===== src/rtl/hazard_pkg.sv =====
// -----------------------------------------------------------------------------
// hazard_pkg
// Shared types and constants for the pipeline hazard controller.
//   fwd_sel_t  : Execute operand-forward select encoding
//   hz_state_t : hazard scheduler FSM state encoding
//   REG_ZERO   : index of the hard-wired zero register
//   CNT_W      : width of the load-use bubble counter (holds up to 7)
// -----------------------------------------------------------------------------
package hazard_pkg;

    typedef enum logic [1:0] {
        FWD_RF  = 2'b00,
        FWD_WB  = 2'b01,
        FWD_MEM = 2'b10
    } fwd_sel_t;

    typedef enum logic [1:0] {
        RUN        = 2'b00,
        LOAD_STALL = 2'b01,
        MEM_WAIT   = 2'b10
    } hz_state_t;

    localparam int REG_ZERO = 0;
    localparam int CNT_W    = 3;

endpackage


===== src/rtl/hazard_controller_forward_sel.sv =====
// -----------------------------------------------------------------------------
// forward_sel
// Combinational forward-select for one Execute operand. The Memory stage
// holds the younger result, so it wins over Writeback.
// Ports:
//   rs          in  source register of the Execute operand
//   rd_m        in  destination register in Memory
//   reg_write_m in  register-write enable in Memory
//   rd_w        in  destination register in Writeback
//   reg_write_w in  register-write enable in Writeback
//   sel         out forward select (FWD_RF / FWD_WB / FWD_MEM)
// -----------------------------------------------------------------------------
module forward_sel
    import hazard_pkg::*;
#(
    parameter int REG_ADDR_W = 5
) (
    input  logic [REG_ADDR_W-1:0] rs,
    input  logic [REG_ADDR_W-1:0] rd_m,
    input  logic                  reg_write_m,
    input  logic [REG_ADDR_W-1:0] rd_w,
    input  logic                  reg_write_w,
    output fwd_sel_t              sel
);

    localparam logic [REG_ADDR_W-1:0] ZERO = REG_ADDR_W'(REG_ZERO);

    always_comb begin
        if (reg_write_m && (rd_m != ZERO) && (rd_m == rs))
            sel = FWD_MEM;
        else if (reg_write_w && (rd_w != ZERO) && (rd_w == rs))
            sel = FWD_WB;
        else
            sel = FWD_RF;
    end

endmodule


===== src/rtl/hazard_controller.sv =====
// -----------------------------------------------------------------------------
// hazard_controller
// Central hazard scheduler for the 5-stage pipeline: operand forwarding,
// load-use bubbles (LOAD_STALL_CYCLES per hazard), data-memory freeze and
// branch/jump flushes, including a flush deferred across a freeze.
// Optional build macro: HAZARD_PERF_EN enables saturating perf counters;
// without it the perf ports are tied to zero.
// Ports:
//   clk, reset                 clock, asynchronous active-low reset
//   Rs1D, Rs2D                 Decode source registers
//   Rs1E, Rs2E                 Execute source registers
//   RdE, RdM, RdW              destination registers in E / M / W
//   ResultSrcE                 Execute instruction is a load
//   RegWriteM, RegWriteW       register-write enables in M / W
//   PCSrcE                     taken branch/jump resolved in Execute
//   MemReqM, mem_ready         memory access in M, memory completes
//   ForwardA_E, ForwardB_E     operand forward selects
//   StallF/D/E/M, FlushD/E     pipeline register controls
//   hz_state                   current FSM state
//   perf_stall/flush/memwait   performance counters
// -----------------------------------------------------------------------------
module hazard_controller
    import hazard_pkg::*;
#(
    parameter int REG_ADDR_W        = 5,
    parameter int LOAD_STALL_CYCLES = 1,
    parameter int PERF_W            = 16
) (
    input  logic                  clk,
    input  logic                  reset,
    input  logic [REG_ADDR_W-1:0] Rs1D,
    input  logic [REG_ADDR_W-1:0] Rs2D,
    input  logic [REG_ADDR_W-1:0] Rs1E,
    input  logic [REG_ADDR_W-1:0] Rs2E,
    input  logic [REG_ADDR_W-1:0] RdE,
    input  logic [REG_ADDR_W-1:0] RdM,
    input  logic [REG_ADDR_W-1:0] RdW,
    input  logic                  ResultSrcE,
    input  logic                  RegWriteM,
    input  logic                  RegWriteW,
    input  logic                  PCSrcE,
    input  logic                  MemReqM,
    input  logic                  mem_ready,
    output logic [1:0]            ForwardA_E,
    output logic [1:0]            ForwardB_E,
    output logic                  StallF,
    output logic                  StallD,
    output logic                  StallE,
    output logic                  StallM,
    output logic                  FlushD,
    output logic                  FlushE,
    output logic [1:0]            hz_state,
    output logic [PERF_W-1:0]     perf_stall,
    output logic [PERF_W-1:0]     perf_flush,
    output logic [PERF_W-1:0]     perf_memwait
);

    localparam logic [REG_ADDR_W-1:0] ZERO = REG_ADDR_W'(REG_ZERO);

    // ---------------- forwarding ----------------
    fwd_sel_t fwd_a;
    fwd_sel_t fwd_b;

    forward_sel #(.REG_ADDR_W(REG_ADDR_W)) u_fwd_a (
        .rs          (Rs1E),
        .rd_m        (RdM),
        .reg_write_m (RegWriteM),
        .rd_w        (RdW),
        .reg_write_w (RegWriteW),
        .sel         (fwd_a)
    );

    forward_sel #(.REG_ADDR_W(REG_ADDR_W)) u_fwd_b (
        .rs          (Rs2E),
        .rd_m        (RdM),
        .reg_write_m (RegWriteM),
        .rd_w        (RdW),
        .reg_write_w (RegWriteW),
        .sel         (fwd_b)
    );

    assign ForwardA_E = fwd_a;
    assign ForwardB_E = fwd_b;

    // ---------------- scheduler ----------------
    hz_state_t        state, next_state, eff_state;
    logic [CNT_W-1:0] cnt, next_cnt;
    logic             flush_pending, next_fp;
    logic             freeze, lu, br;
    logic             stall_fd, flush_d, flush_e;

    assign freeze = MemReqM && !mem_ready;
    assign lu     = ResultSrcE && (RdE != ZERO) && ((RdE == Rs1D) || (RdE == Rs2D));
    assign br     = PCSrcE || flush_pending;

    // The cycle that leaves MEM_WAIT behaves like the state it returns to,
    // so remaining bubbles resume without losing a cycle.
    always_comb begin
        if (state == MEM_WAIT)
            eff_state = (cnt != '0) ? LOAD_STALL : RUN;
        else
            eff_state = state;
    end

    // NOTE: every output of this block gets a default first so no path
    // leaves a variable unassigned and no latch is inferred.
    always_comb begin
        stall_fd   = 1'b0;
        flush_d    = 1'b0;
        flush_e    = 1'b0;
        next_state = state;
        next_cnt   = cnt;
        next_fp    = flush_pending;

        if (freeze) begin
            // Counter is held; a branch seen while frozen is remembered.
            stall_fd   = 1'b1;
            next_state = MEM_WAIT;
            if (PCSrcE)
                next_fp = 1'b1;
        end else begin
            case (eff_state)
                LOAD_STALL: begin
                    if (br) begin
                        flush_d    = 1'b1;
                        flush_e    = 1'b1;
                        next_fp    = 1'b0;
                        next_cnt   = '0;
                        next_state = RUN;
                    end else begin
                        stall_fd   = 1'b1;
                        flush_e    = 1'b1;
                        next_cnt   = cnt - CNT_W'(1);
                        next_state = (cnt == CNT_W'(1)) ? RUN : LOAD_STALL;
                    end
                end
                default: begin
                    next_state = RUN;
                    // Branch beats load-use: the Decode instruction is squashed.
                    if (br) begin
                        flush_d = 1'b1;
                        flush_e = 1'b1;
                        next_fp = 1'b0;
                    end else if (lu) begin
                        stall_fd = 1'b1;
                        flush_e  = 1'b1;
                        if (LOAD_STALL_CYCLES > 1) begin
                            next_cnt   = CNT_W'(LOAD_STALL_CYCLES - 1);
                            next_state = LOAD_STALL;
                        end
                    end
                end
            endcase
        end
    end

    // NOTE: sequential state uses non-blocking assignments so every flop
    // samples the pre-edge values regardless of statement order.
    always_ff @(posedge clk or negedge reset) begin
        if (!reset) begin
            state         <= RUN;
            cnt           <= '0;
            flush_pending <= 1'b0;
        end else begin
            state         <= next_state;
            cnt           <= next_cnt;
            flush_pending <= next_fp;
        end
    end

    assign StallF   = stall_fd;
    assign StallD   = stall_fd;
    assign StallE   = freeze;
    assign StallM   = freeze;
    assign FlushD   = flush_d;
    assign FlushE   = flush_e;
    assign hz_state = state;

    // ---------------- performance counters ----------------
`ifdef HAZARD_PERF_EN
    logic [PERF_W-1:0] stall_q, flush_q, memwait_q;

    always_ff @(posedge clk or negedge reset) begin
        if (!reset) begin
            stall_q   <= '0;
            flush_q   <= '0;
            memwait_q <= '0;
        end else begin
            if (stall_fd && !(&stall_q))
                stall_q <= stall_q + PERF_W'(1);
            if (flush_d && !(&flush_q))
                flush_q <= flush_q + PERF_W'(1);
            if (freeze && !(&memwait_q))
                memwait_q <= memwait_q + PERF_W'(1);
        end
    end

    assign perf_stall   = stall_q;
    assign perf_flush   = flush_q;
    assign perf_memwait = memwait_q;
`else
    assign perf_stall   = '0;
    assign perf_flush   = '0;
    assign perf_memwait = '0;
`endif

endmodule


===== config.mk =====
export PLATFORM = sky130hd
export DESIGN_NAME = hazard_controller
export DESIGN_NICKNAME = d
export VERILOG_FILES = /design/src/rtl/hazard_pkg.sv /design/src/rtl/hazard_controller_forward_sel.sv /design/src/rtl/hazard_controller.sv
export SDC_FILE = /design/constraint.sdc
export NUM_CORES = 1
export LEC_CHECK = 0
export CORE_ASPECT_RATIO = 0.6
export CORE_MARGIN = 1
export CORE_UTILIZATION = 31
export DETAILED_ROUTE_END_ITERATION = 6
export GPL_TIMING_DRIVEN = 0
export PLACE_DENSITY = 0.81
export SLEW_MARGIN = 15
export SYNTH_ARGS = -nofsm -noshare
export SYNTH_HDL_FRONTEND = slang
export SYNTH_SLANG_ARGS = --single-unit
export TNS_END_PERCENT = 30

===== constraint.sdc =====
create_clock -name clk -period 1.8 [get_ports clk]
set_clock_uncertainty 0.05 [all_clocks]
set_input_delay 0.36 -clock clk [delete_from_list [all_inputs] [get_ports clk]]
set_output_delay 0.36 -clock clk [all_outputs]
set_load 0.01 [all_outputs]

==> metrics.txt <==
# TYPE chip_impl_metric gauge
chip_impl_info{name="path_class",value="input port to primary output"} 1
chip_impl_metric{name="wl_per_cell",unit="um"} 11.0
chip_impl_metric{name="detailedRoute.firstPassIterationCount",unit=""} 3
chip_impl_metric{name="regToRegSetupSlack",unit="ns"} 0.32
chip_impl_metric{name="cp.arrival",unit="ns"} 1.64
chip_impl_info{name="critPathCaptureType",value="primary output"} 1
chip_impl_metric{name="dieArea",unit="um2"} 3850
chip_impl_metric{name="yosys.cell_types.count",unit=""} 26
chip_impl_metric{name="grt.total_usage",unit=""} 0.156
chip_impl_metric{name="pin_count",unit=""} 103
chip_impl_metric{name="synth-warning-count",unit=""} 0
chip_impl_metric{name="comb_power_share",unit=""} 0.617
chip_impl_metric{name="setup_slack",unit="ns"} -0.247
chip_impl_metric{name="net-switching-power",unit="uW"} 390
chip_impl_metric{name="insertion_delay",unit="ns"} 0.22
chip_impl_metric{name="power.internal",unit="uW"} 649
chip_impl_metric{name="ys_seq_elements",unit=""} 6
chip_impl_info{name="critical_path.cell_chain",value="clkbuf_2 > xor2_1 > or4_4 > nor4_4 > buf_2"} 1
chip_impl_metric{name="totalNegativeSetupSlack",unit="ns"} -1.27
chip_impl_metric{name="starting_density_of_the_core",unit=""} 0.333
chip_impl_metric{name="power-per-cell-area",unit="nW/um2"} 505
chip_impl_metric{name="layout-area-overhead-vs-synth",unit="%"} 84.4
chip_impl_info{name="most_common_library_cell_in_the_layout_ignoring_fill_and_taps",value="buf_4"} 1
chip_impl_metric{name="place.gp.congestion",unit=""} 0.808
chip_impl_metric{name="finish.instance_area",unit="um2"} 2060
chip_impl_metric{name="place_worst_setup_slack",unit="ns"} -1.11
chip_impl_metric{name="filler_cells_inserted",unit=""} 295
chip_impl_metric{name="first_global_vias",unit=""} 907
chip_impl_metric{name="placeableCoreArea",unit="um2"} 3340
chip_impl_metric{name="setup_viol",unit=""} 7
chip_impl_info{name="layout_common_cells",value="buf_4, conb_1, xor2_1"} 1
chip_impl_metric{name="number_of_input_and_output_port_buffers_inserted",unit=""} 54
chip_impl_info{name="rsz0062_at_grt",value="true"} 1
chip_impl_metric{name="timing_max_transition_violations_final",unit=""} 0
chip_impl_metric{name="cell_depth_of_the_worst_flop_to_flop_path",unit=""} 7
chip_impl_metric{name="place_inst",unit=""} 285
chip_impl_metric{name="detailed_place.area",unit="um2"} 1890
chip_impl_metric{name="hold-worst-slack",unit="ns"} 0.337
chip_impl_metric{name="place_hpwl",unit="um"} 2650
chip_impl_metric{name="floorplan.rows",unit=""} 16
chip_impl_metric{name="num-nets-final",unit=""} 298
chip_impl_metric{name="final_antenna_net_count",unit=""} 0
chip_impl_metric{name="report.power.total",unit="mW"} 1.04
chip_impl_metric{name="clock_share_of_power",unit=""} 0.193
chip_impl_metric{name="route.vias.total",unit=""} 1109
chip_impl_info{name="grt-busiest-layer",value="met1"} 1
chip_impl_metric{name="switching_share",unit=""} 0.375
chip_impl_metric{name="final_cells",unit=""} 295
chip_impl_metric{name="drt_iter0_markers",unit=""} 43
chip_impl_metric{name="number_of_endpoints_with_negative_hold_slack_in_the_final_report",unit=""} 0
chip_impl_info{name="critical_path.slowest_cell",value="or4_4"} 1
chip_impl_metric{name="ant_diodes",unit=""} 0
chip_impl_metric{name="layout_min_cycle_time",unit="ns"} 2.05
chip_impl_info{name="cp-start-kind",value="input port"} 1
chip_impl_metric{name="clock_path_buffers",unit=""} 2
chip_impl_metric{name="clock-sinks",unit=""} 6
chip_impl_metric{name="max-cap-violations",unit=""} 0
chip_impl_info{name="clock-root-buffer",value="clkbuf_8"} 1
chip_impl_metric{name="first_pass_grt_wire_length",unit="um"} 4510
chip_impl_metric{name="syn_avg_cell_area",unit="um2"} 8.02
chip_impl_metric{name="slowest_delay",unit="ns"} 0.55
chip_impl_metric{name="finish.utilization",unit=""} 0.615
chip_impl_metric{name="drc",unit=""} 0
chip_impl_metric{name="cts_inserted_buffers",unit=""} 3
chip_impl_metric{name="fmaxAchievable",unit="GHz"} 0.489
chip_impl_metric{name="vdd.ir_drop.worst",unit="mV"} 0.390
chip_impl_info{name="failed_checks",value="setup timing"} 1
chip_impl_metric{name="grt_start_max_net_pins",unit=""} 10
chip_impl_metric{name="seq_power_share",unit=""} 0.190
chip_impl_metric{name="critical_path_peak_fanout",unit=""} 3
chip_impl_metric{name="cts.htree.levels",unit=""} 1
chip_impl_metric{name="die_w",unit="um"} 79.4
chip_impl_metric{name="postRouteWirelength",unit="um"} 3240
chip_impl_info{name="outcome",value="finished, violations left"} 1
chip_impl_info{name="class_of_the_tightest_hold_or_removal_check",value="input port to async pin"} 1
chip_impl_metric{name="antenna_found_initial",unit=""} 0
chip_impl_metric{name="syn-cell-area",unit="um2"} 1110
chip_impl_metric{name="chipHeight",unit="um"} 48.5
chip_impl_metric{name="cts_hold_repair.buffers",unit=""} 0
chip_impl_metric{name="gr-usage-met3",unit=""} 0.0377
chip_impl_metric{name="final.period_utilization",unit=""} 1.14
chip_impl_info{name="cts_tree",value="done"} 1
chip_impl_metric{name="grt_util_met2",unit=""} 0.207
chip_impl_metric{name="crit_required",unit="ns"} 1.39
chip_impl_metric{name="global_route.usage.met1",unit=""} 0.233
chip_impl_metric{name="synthesis.instances",unit=""} 139
chip_impl_metric{name="synth_sequential_area_ratio",unit=""} 0.135
chip_impl_metric{name="standby_leakage_power",unit="nW"} 1.15
chip_impl_metric{name="average_via_count_per_standard_cell",unit=""} 3.76
chip_impl_metric{name="clkSlewWorstSetupHoldPaths",unit="ns"} 0.03
chip_impl_metric{name="fraction_of_final_layout_cells_with_drive_strength_greater_than_1",unit=""} 0.472
chip_impl_metric{name="total_congestion_overflow_after_global_routing",unit=""} 0
[cells in the mapped netlist, drive strengths merged]
| cell | count | area share |
|---|---|---|
| a21oi | 3 | 0.013 |
| a22oi | 1 | 0.0067 |
| a31o | 1 | 0.0079 |
| buf | 50 | 0.34 |
| conb | 1 | 0.0034 |
| dfrtp | 6 | 0.13 |
| ha | 3 | 0.034 |
| inv | 4 | 0.013 |
| nand2 | 2 | 0.0067 |
| nand2b | 3 | 0.017 |
| nand3 | 3 | 0.013 |
| nor2 | 5 | 0.017 |
| nor2b | 1 | 0.0056 |
| nor3 | 5 | 0.022 |
| nor4 | 4 | 0.034 |
| o21a | 1 | 0.0067 |
| o21ai | 8 | 0.039 |
| o22ai | 1 | 0.0056 |
| o41ai | 1 | 0.0079 |
| or3 | 1 | 0.0056 |
| or4 | 5 | 0.034 |
| xnor2 | 6 | 0.047 |
| xor2 | 24 | 0.19 |
[metal layers]
layer	wire [um]	up-vias
met3	112	8
li1	-	592
met4	68	0
met2	1480	29
met1	1570	480
met5	0	-
[worst max-delay path: cells and delay by family]
family / cells / cell delay [ns]
xor+xnor: 1 / 0.16
buf+inv: 2 / 0.28
simple gates: 2 / 0.83
[what timing repair did]
item / 4_1_cts / 5_1_grt
buffers inserted: 3 / 4
pin swaps: 16 / 16
resized for setup: 114 / 52
endpoints found under the setup margin: 10 / 7
hold endpoints to repair: 0 / 0
[power groups by stage]
stage                     Combinational, mW  Sequential, mW  Clock [mW]
after detailed placement              0.552           0.194           0
final                                 0.640           0.198       0.200
after global routing                  0.704           0.201       0.216
after CTS                             0.599           0.194       0.206
after global placement                0.543           0.193           0
after floorplan                       0.345           0.191           0
[state kept, by name (all words and copies together), names as in the netlist]
name           count
cnt                3
flush_pending      1
hz_state           2
[cells by family after synthesis]
group                    synth area share
buffers and inverters               0.350
XOR/XNOR                            0.236
AND/OR/NAND/NOR                     0.155
AO/OA/AOI/OAI                      0.0875
flip-flops                          0.135
adder cells (fa/ha/maj)            0.0337
other                             0.00336
[layout make-up]
cell class,count,area [um2],share of cell area
multi-input combinational,126,900,0.438
timing repair buffer,61,515,0.251
buffer,50,375,0.183
sequential,6,150,0.0730
tap,45,56.3,0.0274
clock buffer,3,41.3,0.0201
inverter,4,17.5,0.00852
[worst paths after layout]
kind,end,start
worst max-delay path,ForwardA_E[0],RdW[0]
worst min-delay path,hz_state[1],reset
worst max register to register,cnt[1],cnt[0]
worst min register to register,cnt[1],cnt[1]
max in group asynchronous,cnt[0],reset
min in group clk,cnt[1],PCSrcE
No activity file was read; power rests on OpenSTA's default activity.
